<file path="config.mk">
export PLATFORM = sky130hd
export DESIGN_NAME = target_sequencer
export DESIGN_NICKNAME = d
export VERILOG_FILES = /design/src/rtl/target_pkg.sv /design/src/rtl/bcd_counter4.sv /design/src/rtl/target_sequencer.sv
export SDC_FILE = /design/constraint.sdc
export NUM_CORES = 1
export LEC_CHECK = 0
export CORE_UTILIZATION = 35
export CTS_CLUSTER_DIAMETER = 100
export DETAILED_ROUTE_END_ITERATION = 12
export PLACE_DENSITY = 0.51
export SYNTH_ARGS = -nofsm -noshare
export SYNTH_HDL_FRONTEND = slang
export SYNTH_SLANG_ARGS = --single-unit
</file>
<file path="constraint.sdc">
create_clock -name clock -period 12.1 [get_ports clock]
set_clock_uncertainty 0.2 [all_clocks]
set_input_delay 1.815 -clock clock [delete_from_list [all_inputs] [get_ports clock]]
set_output_delay 1.815 -clock clock [all_outputs]
set_load 0.01 [all_outputs]
</file>
<file path="src/rtl/target_pkg.sv">
// Shared types and constants for the laser/photo-target round controller.
package target_pkg;

  typedef enum logic [2:0] {
    IDLE,
    PICK,
    ACTIVE,
    END,
    GAME_OVER
  } state_e;

  typedef logic [15:0] bcd_t;

  localparam logic [3:0] NO_TARGET = 4'd15;

  // Feedback taps for x^8+x^6+x^5+x^4+1 in a left-shifting Fibonacci LFSR.
  localparam logic [7:0] LFSR_TAPS = 8'b1011_1000;

  function automatic logic [7:0] lfsrStep(input logic [7:0] s);
    return {s[6:0], ^(s & LFSR_TAPS)};
  endfunction

endpackage

</file>
<file path="src/rtl/bcd_counter4.sv">
// Four-digit BCD score register: synchronous add of 0, 1 or 2, saturating at 9999.
module bcd_counter4
  import target_pkg::*;
(
  input  logic       clock,
  input  logic       reset,
  input  logic       clear_i,
  input  logic [1:0] add_i,
  output bcd_t       count_o
);

  bcd_t       count_q;
  bcd_t       count_d;
  logic       saturate;
  logic [1:0] carry;
  logic [4:0] digitSum;
  logic [4:0] digitWrap;

  // Any add that would pass 9999 pins the score there instead of wrapping.
  assign saturate = (count_q == 16'h9999) ||
                    ((count_q == 16'h9998) && (add_i >= 2'd2));

  always_comb begin
    count_d   = count_q;
    carry     = add_i;
    digitSum  = '0;
    digitWrap = '0;
    if (clear_i) begin
      count_d = '0;
    end else if (saturate) begin
      count_d = 16'h9999;
    end else begin
      for (int i = 0; i < 4; i++) begin
        digitSum  = {1'b0, count_q[i*4 +: 4]} + {3'b000, carry};
        digitWrap = digitSum - 5'd10;
        if (digitSum > 5'd9) begin
          count_d[i*4 +: 4] = digitWrap[3:0];
          carry             = 2'd1;
        end else begin
          count_d[i*4 +: 4] = digitSum[3:0];
          carry             = 2'd0;
        end
      end
    end
  end

  always_ff @(posedge clock) begin
    if (!reset) begin
      count_q <= '0;
    end else begin
      count_q <= count_d;
    end
  end

  assign count_o = count_q;

endmodule

</file>
<file path="src/rtl/target_sequencer.sv">
// Game-round controller: picks two lit targets per round, fires lasers on flex gestures,
// debounces photo hits on the lit targets and keeps the BCD score and round count.
module target_sequencer
  import target_pkg::*;
#(
  parameter int         NUM_TARGETS     = 10,
  parameter int         ROUNDS          = 20,
  parameter int         ROUND_CYCLES    = 50000000,
  parameter int         LASER_CYCLES    = 5000000,
  parameter int         DEBOUNCE_CYCLES = 1000,
  parameter logic [7:0] LFSR_SEED       = 8'hA5
) (
  input  logic                   clock,
  input  logic                   reset,
  input  logic                   start,
  input  logic                   flex_l,
  input  logic                   flex_r,
  input  logic [NUM_TARGETS-1:0] photo_array,
  output logic                   laser_l,
  output logic                   laser_r,
  output logic [3:0]             target_a,
  output logic [3:0]             target_b,
  output bcd_t                   score_bcd,
  output logic [7:0]             round_num,
  output logic                   game_over
);

  localparam int TIMER_W = $clog2(ROUND_CYCLES + 1);
  localparam int LASER_W = $clog2(LASER_CYCLES + 1);
  localparam int DEB_W   = $clog2(DEBOUNCE_CYCLES + 1);

  localparam logic [TIMER_W-1:0] TIMER_LAST   = TIMER_W'(ROUND_CYCLES - 1);
  localparam logic [TIMER_W-1:0] TIMER_ONE    = TIMER_W'(1);
  localparam logic [LASER_W-1:0] LASER_LOAD   = LASER_W'(LASER_CYCLES);
  localparam logic [LASER_W-1:0] LASER_ONE    = LASER_W'(1);
  localparam logic [DEB_W-1:0]   DEB_LAST     = DEB_W'(DEBOUNCE_CYCLES - 1);
  localparam logic [DEB_W-1:0]   DEB_ONE      = DEB_W'(1);
  localparam logic [4:0]         TARGET_LIMIT = 5'(NUM_TARGETS);
  localparam logic [7:0]         LAST_ROUND   = 8'(ROUNDS - 1);

  state_e state_q, state_d;

  logic [1:0]             flexMeta_q, flexSync_q, flexPrev_q;
  logic [NUM_TARGETS-1:0] photoMeta_q, photoSync_q;

  logic [7:0]         lfsr_q, lfsr_d;
  logic [3:0]         aSel_q, aSel_d, bSel_q, bSel_d;
  logic               haveA_q, haveA_d;
  logic               hitA_q, hitA_d, hitB_q, hitB_d;
  logic [TIMER_W-1:0] timer_q, timer_d;
  logic [7:0]         round_q, round_d;
  logic [LASER_W-1:0] laserLCnt_q, laserLCnt_d, laserRCnt_q, laserRCnt_d;
  logic [DEB_W-1:0]   debA_q, debA_d, debB_q, debB_d;

  logic [1:0] flexRise;
  logic       photoA, photoB;
  logic       inActive, laserOn;
  logic       aArmed, bArmed, hitANow, hitBNow;
  logic [3:0] candidate;
  logic       candValid;
  logic       scoreClear;
  logic [1:0] scoreAdd;

  // Two-flop synchronisers; the extra flex flop gives a clean rising-edge detect.
  always_ff @(posedge clock) begin
    if (!reset) begin
      flexMeta_q  <= '0;
      flexSync_q  <= '0;
      flexPrev_q  <= '0;
      photoMeta_q <= '0;
      photoSync_q <= '0;
    end else begin
      flexMeta_q  <= {flex_r, flex_l};
      flexSync_q  <= flexMeta_q;
      flexPrev_q  <= flexSync_q;
      photoMeta_q <= photo_array;
      photoSync_q <= photoMeta_q;
    end
  end

  assign flexRise = flexSync_q & ~flexPrev_q;

  always_comb begin
    photoA = 1'b0;
    photoB = 1'b0;
    for (int i = 0; i < NUM_TARGETS; i++) begin
      if (aSel_q == 4'(i)) photoA = photoSync_q[i];
      if (bSel_q == 4'(i)) photoB = photoSync_q[i];
    end
  end

  assign inActive = (state_q == ACTIVE);
  assign laserOn  = inActive && ((laserLCnt_q != '0) || (laserRCnt_q != '0));
  assign aArmed   = inActive && !hitA_q && laserOn && photoA;
  assign bArmed   = inActive && !hitB_q && laserOn && photoB;
  assign hitANow  = aArmed && (debA_q == DEB_LAST);
  assign hitBNow  = bArmed && (debB_q == DEB_LAST);
  assign scoreAdd = {1'b0, hitANow} + {1'b0, hitBNow};

  assign candidate = lfsr_q[3:0];
  assign candValid = ({1'b0, candidate} < TARGET_LIMIT);
  assign lfsr_d    = (state_q == PICK) ? lfsrStep(lfsr_q) : lfsr_q;

  // Debounce runs only while the target is open, lit by a laser and its photo bit stays high.
  always_comb begin
    debA_d = '0;
    debB_d = '0;
    if (aArmed && (debA_q != DEB_LAST)) debA_d = debA_q + DEB_ONE;
    if (bArmed && (debB_q != DEB_LAST)) debB_d = debB_q + DEB_ONE;
  end

  always_comb begin
    laserLCnt_d = '0;
    laserRCnt_d = '0;
    if (inActive) begin
      if (flexRise[0]) begin
        laserLCnt_d = LASER_LOAD;
      end else if (laserLCnt_q != '0) begin
        laserLCnt_d = laserLCnt_q - LASER_ONE;
      end
      if (flexRise[1]) begin
        laserRCnt_d = LASER_LOAD;
      end else if (laserRCnt_q != '0) begin
        laserRCnt_d = laserRCnt_q - LASER_ONE;
      end
    end
  end

  // A hit and a timeout in the same cycle both land: the score adds while the FSM leaves.
  always_comb begin
    state_d    = state_q;
    aSel_d     = aSel_q;
    bSel_d     = bSel_q;
    haveA_d    = haveA_q;
    hitA_d     = hitA_q;
    hitB_d     = hitB_q;
    timer_d    = timer_q;
    round_d    = round_q;
    scoreClear = 1'b0;
    case (state_q)
      IDLE, GAME_OVER: begin
        if (start) begin
          state_d    = PICK;
          round_d    = '0;
          haveA_d    = 1'b0;
          scoreClear = 1'b1;
        end
      end
      PICK: begin
        if (candValid) begin
          if (!haveA_q) begin
            aSel_d  = candidate;
            haveA_d = 1'b1;
          end else if (candidate != aSel_q) begin
            bSel_d  = candidate;
            haveA_d = 1'b0;
            hitA_d  = 1'b0;
            hitB_d  = 1'b0;
            timer_d = '0;
            state_d = ACTIVE;
          end
        end
      end
      ACTIVE: begin
        timer_d = timer_q + TIMER_ONE;
        if (hitANow) hitA_d = 1'b1;
        if (hitBNow) hitB_d = 1'b1;
        if (((hitA_q || hitANow) && (hitB_q || hitBNow)) || (timer_q == TIMER_LAST)) begin
          state_d = END;
        end
      end
      END: begin
        round_d = round_q + 8'd1;
        state_d = (round_q == LAST_ROUND) ? GAME_OVER : PICK;
      end
      default: state_d = IDLE;
    endcase
  end

  always_ff @(posedge clock) begin
    if (!reset) begin
      state_q     <= IDLE;
      lfsr_q      <= LFSR_SEED;
      aSel_q      <= NO_TARGET;
      bSel_q      <= NO_TARGET;
      haveA_q     <= 1'b0;
      hitA_q      <= 1'b0;
      hitB_q      <= 1'b0;
      timer_q     <= '0;
      round_q     <= '0;
      laserLCnt_q <= '0;
      laserRCnt_q <= '0;
      debA_q      <= '0;
      debB_q      <= '0;
    end else begin
      state_q     <= state_d;
      lfsr_q      <= lfsr_d;
      aSel_q      <= aSel_d;
      bSel_q      <= bSel_d;
      haveA_q     <= haveA_d;
      hitA_q      <= hitA_d;
      hitB_q      <= hitB_d;
      timer_q     <= timer_d;
      round_q     <= round_d;
      laserLCnt_q <= laserLCnt_d;
      laserRCnt_q <= laserRCnt_d;
      debA_q      <= debA_d;
      debB_q      <= debB_d;
    end
  end

  bcd_counter4 u_score (
    .clock   (clock),
    .reset   (reset),
    .clear_i (scoreClear),
    .add_i   (scoreAdd),
    .count_o (score_bcd)
  );

  assign laser_l   = inActive && (laserLCnt_q != '0);
  assign laser_r   = inActive && (laserRCnt_q != '0);
  assign target_a  = (inActive && !hitA_q) ? aSel_q : NO_TARGET;
  assign target_b  = (inActive && !hitB_q) ? bSel_q : NO_TARGET;
  assign round_num = round_q;
  assign game_over = (state_q == GAME_OVER);

endmodule
</file>
==> results of run 1 <==
[flip-flops by register name, summed over array words and instances, names as in the netlist, 10 cells and up]
signal and count:
debA_q 10, debB_q 10, laserLCnt_q 23, laserRCnt_q 23
photoMeta_q 10, photoSync_q 10, timer_q 26, u_score.count_o 16
[kinds of logic (layout without fill, tap and decap cells)]
| family | after synthesis | in the layout | synth area share, % |
|---|---|---|---|
| multiplexers | 17 | 17 | 2.39 |
| buffers and inverters | 50 | 107 | 2.99 |
| AND/OR/NAND/NOR | 406 | 406 | 28.3 |
| AO/OA/AOI/OAI | 90 | 90 | 8.48 |
| XOR/XNOR | 94 | 94 | 10.7 |
| flip-flops | 164 | 164 | 42.9 |
| adder cells (fa/ha/maj) | 25 | 25 | 4.18 |
[path summary, 6_finish.rpt]
path | from | end | slack (ns) | cells past startpoint
max | state_q[1] | u_score.count_o[15] | 2.78 | 38
min | photoMeta_q[6] | photoSync_q[6] | 0.23 | 1
min reg2reg | photoMeta_q[6] | photoSync_q[6] | 0.23 | 1
max reg2reg | state_q[1] | u_score.count_o[15] | 2.78 | 38
[per-layer routing]
layer  vias to the layer above  GRT usage [%]
li1                       2995              -
met1                      2658           19.7
met2                        41           25.0
met3                        11           2.93
met4                         0           5.96
met5                         -              0
[critical path, delay by kind of cell, from the launching register on]
family,cells,cell delay (ns)
fa+ha+maj,13,3.02
simple gates,12,2.73
compound gates,9,2.05
flops,1,0.52
xor+xnor,2,0.52
buf+inv,2,0.18
[power breakdown]
part	leakage (nW)	internal [mW]	switching (mW)	total [mW]
logic	1.98	0.0386	0.0539	0.0924
registers	1.33	0.555	0.0186	0.573
clock network	0.280	0.327	0.228	0.555
[metrics by stage]
step                      util, %  total power [mW]  setup WS (ns)  cells
final                        42.3              1.22           2.78   1178
after global routing         42.3              1.27           1.97   1178
after CTS                    42.3              1.24           2.80   1178
after detailed placement     39.4             0.679           2.80   1146
after global placement       39.4             0.679           3.03   1146
after floorplan                 -             0.656           3.86    846
[layout by cell type (no fill, tap or decap), types with 6 or more instances in the layout]
cell / netlist / layout
nand3_1: 40 / 40
dfxtp_1: 164 / 164
ha_1: 24 / 24
nor4_1: 14 / 14
nand2b_1: 16 / 16
nor2_1: 120 / 120
or2_2: 6 / 6
xor2_1: 48 / 48
nand2_1: 68 / 68
nor3_1: 17 / 17
nand4_1: 16 / 16
a21boi_0: 7 / 7
clkbuf_16: 0 / 17
and2_1: 34 / 34
xnor2_1: 46 / 46
and3_1: 12 / 12
a21oi_1: 20 / 20
inv_1: 23 / 23
or3_1: 11 / 11
nor2b_1: 6 / 6
clkdlybuf4s50_1: 0 / 48
mux2i_1: 16 / 16
o21ai_0: 26 / 26
[layout make-up]
class	count	area, um2
fill	2161	12200
multi-input combinational	632	4150
sequential	164	3280
timing repair buffer	52	508
clock buffer	18	429
tap	275	344
clock inverter	14	176
inverter	23	86.3
==> results.py, run 1 <==
metrics = {
    "run_status": {
        "status": "finished, final reports clean",
    },
    "clocking": {
        "cts_root_buf": "clkbuf_16",
        "postCtsResizedCells": 0,
        "clockBufferDepth": 2,
        "hold_buffers": 0,
        "post_cts_buffers": 0,
        "path_clk_slew_ns": 0.07,
        "cts_tree": "done",
        "clock_latency_ns": 0.43,
        "cts.sinks": 164,
        "h-tree-depth": 4,
        "numCtsBuffers": 17,
    },
    "synth": {
        "synth-main-ff-cell": "dfxtp_1",
        "syn_inst": 846,
        "syn_area_um2": 7660,
        "syn_nets": 886,
        "syn_avg_cell_area_um2": 9.05,
        "synthTopCellsByCount": "164 x dfxtp_1, 120 x nor2_1, 68 x nand2_1",
        "ys_seq_elements": 164,
        "synth_most_common_cell": "dfxtp_1",
        "ys_top_cells_by_area": "dfxtp_1 43%, nor2_1 5.9%, xor2_1 5.5%",
        "synth_warnings": 0,
        "synth_top_cell_by_area": "dfxtp_1",
        "postSynth.asyncResetShare_pct": 0,
        "synth-edff-count": 0,
        "yosysTopAreaCellShare_pct": 42.9,
        "ys_types": 71,
        "ys_seq_area_share_pct": 42.9,
    },
    "die": {
        "boundaryPins": 50,
        "die_w_um": 150,
        "die-area_um2": 22500,
        "core_um2": 21200,
        "dieHeight_um": 150,
        "initial_core_util_pct": 36.1,
        "rows": 53,
    },
    "global_routing": {
        "track_usage_pct": 15.2,
        "antenna_found_initial": 0,
        "grt_max_degree": 63,
        "grt_pass1_vias": 5526,
        "gr-total-overflow": 0,
        "grt_first_pass_wirelength_um": 27200,
    },
    "setup_path": {
        "cp-start-kind": "register",
        "slowest_delay_ns": 0.63,
        "path_common_cell": "ha_1",
        "arrival_ns": 9.45,
        "required_ns": 12.23,
        "cpMaxStageDelayCell": "or3b_1",
        "crit_path_max_fanout": 11,
        "criticalPathCategory": "register to register",
        "critPathCaptureType": "register",
    },
    "pwr": {
        "leakage_nw": 3.59,
        "powerDensity_nw_per_um2": 136,
        "vdd_drop_max_v": 0.0000776,
    },
    "finish": {
        "drive_above_1_share_pct": 7.31,
        "diodes": 0,
        "area_growth_pct": 17.2,
        "fin_nets": 930,
        "fin_area_um2": 8970,
    },
    "timing": {
        "slew_headroom_pct": 33.6,
        "final_max_slew_viol_count": 0,
        "period_share_pct": 77.1,
        "max_freq_ghz": 0.107,
        "rsz0062_at_grt": "no",
        "timing.final.crit_period_ns": 9.32,
        "setup_viol": 0,
        "finalSetupTns_ns": 0,
        "whs_ns": 0.234,
        "tightestPinTransition_ns": 0.996,
        "hold_viol": 0,
    },
    "worst_hold_path": {
        "hp-class": "register to register",
    },
    "drt": {
        "met1_length_um": 7830,
        "topRoutingLayerUsed": "met4",
        "drc_errors": 0,
        "drtIter0Drc": 172,
        "dr_wl_met2_um": 7460,
        "postRouteAntennaNets": 0,
        "first_pass_iters": 4,
        "routed_wl_um": 15800,
        "num_vias": 5705,
        "wire_per_inst_um": 13.4,
        "via_per_inst": 4.84,
        "routed-wl-met3_um": 336,
    },
    "placement": {
        "dpl.hpwl_um": 11100,
        "gp_congestion": 0.770,
        "place_area_um2": 8370,
        "io_buffers": 49,
    },
    "job": {
        "max_cap_viol_count": 0,
    },
}
Power figures use the tool's default switching activity.
==> run 2: changes to the inputs <==
==> constraint.sdc (replaced) <==
create_clock -name clock -period 9.3 [get_ports clock]
set_clock_uncertainty 0.2 [all_clocks]
set_input_delay 1.395 -clock clock [delete_from_list [all_inputs] [get_ports clock]]
set_output_delay 1.395 -clock clock [all_outputs]
set_load 0.01 [all_outputs]
==> run 2 against run 1 <==
Net effect: combinational power increased by 33%; critical path depth unchanged; global-route usage is 0.11 points lower; register-to-register slack worse by 2.1 ns; cell area up 2.0%; non-clock buffer count increased by 5; sequential power up 30%; via count about the same; fmax up 8.0%; flip-flop and latch count did not move; routed wire length grew 0.76%; utilization is 0.86 points higher; largest cell class unchanged.
==> results.py, run 2 (synthesis gave the netlist of run 1 again) <==
metrics = {
    "run_status": {
        "status": "finished, final reports clean",
    },
    "timing": {
        "finalSetupTns_ns": 0,
        "hold_viol": 0,
        "whs_ns": 0.229,
        "final_max_slew_viol_count": 0,
        "period_share_pct": 92.9,
        "timing.final.crit_period_ns": 8.64,
        "finalWorstSetupSlack_ns": 0.662,
        "setup_viol": 0,
        "max_freq_ghz": 0.116,
        "tightestPinTransition_ns": 1.07,
        "slew_headroom_pct": 28.6,
        "rsz0062_at_grt": "no",
    },
    "global_routing": {
        "met3_usage_pct": 3.72,
        "gr-total-overflow": 0,
        "grt_pass1_vias": 5460,
        "track_usage_pct": 15.1,
        "grt_first_pass_wirelength_um": 26800,
        "antenna_found_initial": 0,
        "met1_usage_pct": 19.2,
        "grt_use_met2_pct": 25.3,
        "grt_max_degree": 63,
        "grt_busiest_layer": "met2",
    },
    "setup_path": {
        "reg2reg_to": "u_score.count_o[15]",
        "slowest_delay_ns": 0.43,
        "arrival_ns": 8.76,
        "worstRegToRegCells": 38,
        "cpMaxStageDelayCell": "dfxtp_2",
        "r2r_slack_ns": 0.66,
        "required_ns": 9.42,
        "cp-start-kind": "register",
        "critPathCaptureType": "register",
        "crit_path_max_fanout": 10,
        "criticalPathCategory": "register to register",
        "worstReg2RegStart": "state_q[1]",
        "path_common_cell": "ha_1",
    },
    "die": {
        "die-area_um2": 22500,
        "die_w_um": 150,
        "core_um2": 21200,
        "dieHeight_um": 150,
        "initial_core_util_pct": 36.1,
        "rows": 53,
        "boundaryPins": 50,
    },
    "pwr": {
        "leakage_nw": 3.69,
        "vdd_drop_max_v": 0.000103,
        "power_mw": 1.69,
        "powerDensity_nw_per_um2": 185,
    },
    "drt": {
        "via_per_inst": 4.83,
        "drc_errors": 0,
        "drtIter0Drc": 211,
        "postRouteAntennaNets": 0,
        "num_vias": 5707,
        "first_pass_iters": 4,
        "wire_per_inst_um": 13.5,
        "routed_wl_um": 15900,
    },
    "clocking": {
        "clock_latency_ns": 0.43,
        "path_clk_slew_ns": 0.07,
        "hold_buffers": 0,
        "numCtsBuffers": 17,
        "cts.sinks": 164,
        "cts_root_buf": "clkbuf_16",
        "h-tree-depth": 4,
        "clockBufferDepth": 2,
        "cts_tree": "done",
    },
    "worst_hold_path": {
        "hp-start": "photoMeta_q[7]",
        "hp-class": "register to register",
        "hold_depth": 1,
        "holdPathEnd": "photoSync_q[7]",
    },
    "finish": {
        "area_growth_pct": 19.5,
        "layout_common_cells": "163 x dfxtp_1, 120 x nor2_1, 68 x nand2_1",
        "largest-register": "timer_q",
        "drive_above_1_share_pct": 8.38,
        "diodes": 0,
        "top_regs": "timer_q: 26 flops, laserLCnt_q: 23 flops, laserRCnt_q: 23 flops",
        "final_common_cell": "dfxtp_1",
        "fin_area_um2": 9160,
        "largest_reg_flops": 26,
        "fin_nets": 935,
    },
    "placement": {
        "dpl.hpwl_um": 11300,
        "gp_congestion": 0.781,
        "io_buffers": 49,
        "dp_slack_ns": 0.233,
        "place_area_um2": 8400,
    },
    "job": {
        "max_cap_viol_count": 0,
    },
}
run 2: metal layers:
| layer | vias up | wire (um) |
|---|---|---|
| met5 | - | 0 |
| met4 | 0 | 138 |
| met3 | 14 | 353 |
| met2 | 49 | 7550 |
| met1 | 2651 | 7910 |
| li1 | 2993 | - |
run 2: final cells by class:
cell class | instances | area (um2)
Clock buffer | 18 | 439
Clock inverter | 13 | 255
Fill cell | 2121 | 12100
Inverter | 23 | 86.3
Multi-Input combinational cell | 632 | 4200
Sequential cell | 164 | 3280
Tap cell | 275 | 344
Timing Repair Buffer | 57 | 546
run 2: worst max path at each step:
stage | start | end | cells after the start
after floorplan | state_q[1] | u_score.count_o[15] | 39
after global placement | laserRCnt_q[15] | u_score.count_o[15] | 38
after detailed placement | laserRCnt_q[15] | u_score.count_o[15] | 38
after CTS | state_q[1] | u_score.count_o[15] | 38
after global routing | state_q[1] | u_score.count_o[15] | 38
final | state_q[1] | u_score.count_o[15] | 38
run 2: critical path, delay by kind of cell, from the launching register on:
| kind | cells | cell delay, ns |
|---|---|---|
| adders and majority gates | 13 | 2.93 |
| and+or+nand+nor | 12 | 2.45 |
| AOI/OAI and AO/OA | 9 | 1.93 |
| xor gates and xnor gates | 2 | 0.43 |
| DFF | 1 | 0.43 |
| buffers and inverters | 2 | 0.16 |
run 2: repair_timing:
item                       CTS  global route
setup endpoints to repair    0             3
setup buffers                0             1
gates resized for setup      0             8
run 2: power breakdown:
group	total (mW)	switching [mW]	internal [mW]
Sequential	0.746	0.0240	0.722
Clock	0.822	0.286	0.537
Combinational	0.123	0.0720	0.0512
run 2: per-stage QoR:
stage	instances	utilization (%)
after global routing	1182	43.1
after CTS	1181	42.8
after floorplan	846	-
final	1182	43.1
after detailed placement	1150	39.6
after global placement	1150	39.6
==> run 3: changes to the inputs <==
--- a/config.mk
+++ b/config.mk
@@ -5,10 +5,11 @@
 export SDC_FILE = /design/constraint.sdc
 export NUM_CORES = 1
 export LEC_CHECK = 0
+export CORE_MARGIN = 1
 export CORE_UTILIZATION = 35
-export CTS_CLUSTER_DIAMETER = 100
 export DETAILED_ROUTE_END_ITERATION = 12
 export PLACE_DENSITY = 0.51
+export SKIP_CTS_REPAIR_TIMING = 1
 export SYNTH_ARGS = -nofsm -noshare
 export SYNTH_HDL_FRONTEND = slang
 export SYNTH_SLANG_ARGS = --single-unit
==> results of run 3 <==
Same layout as run 2: the final DEF is identical, and so are final timing and power.
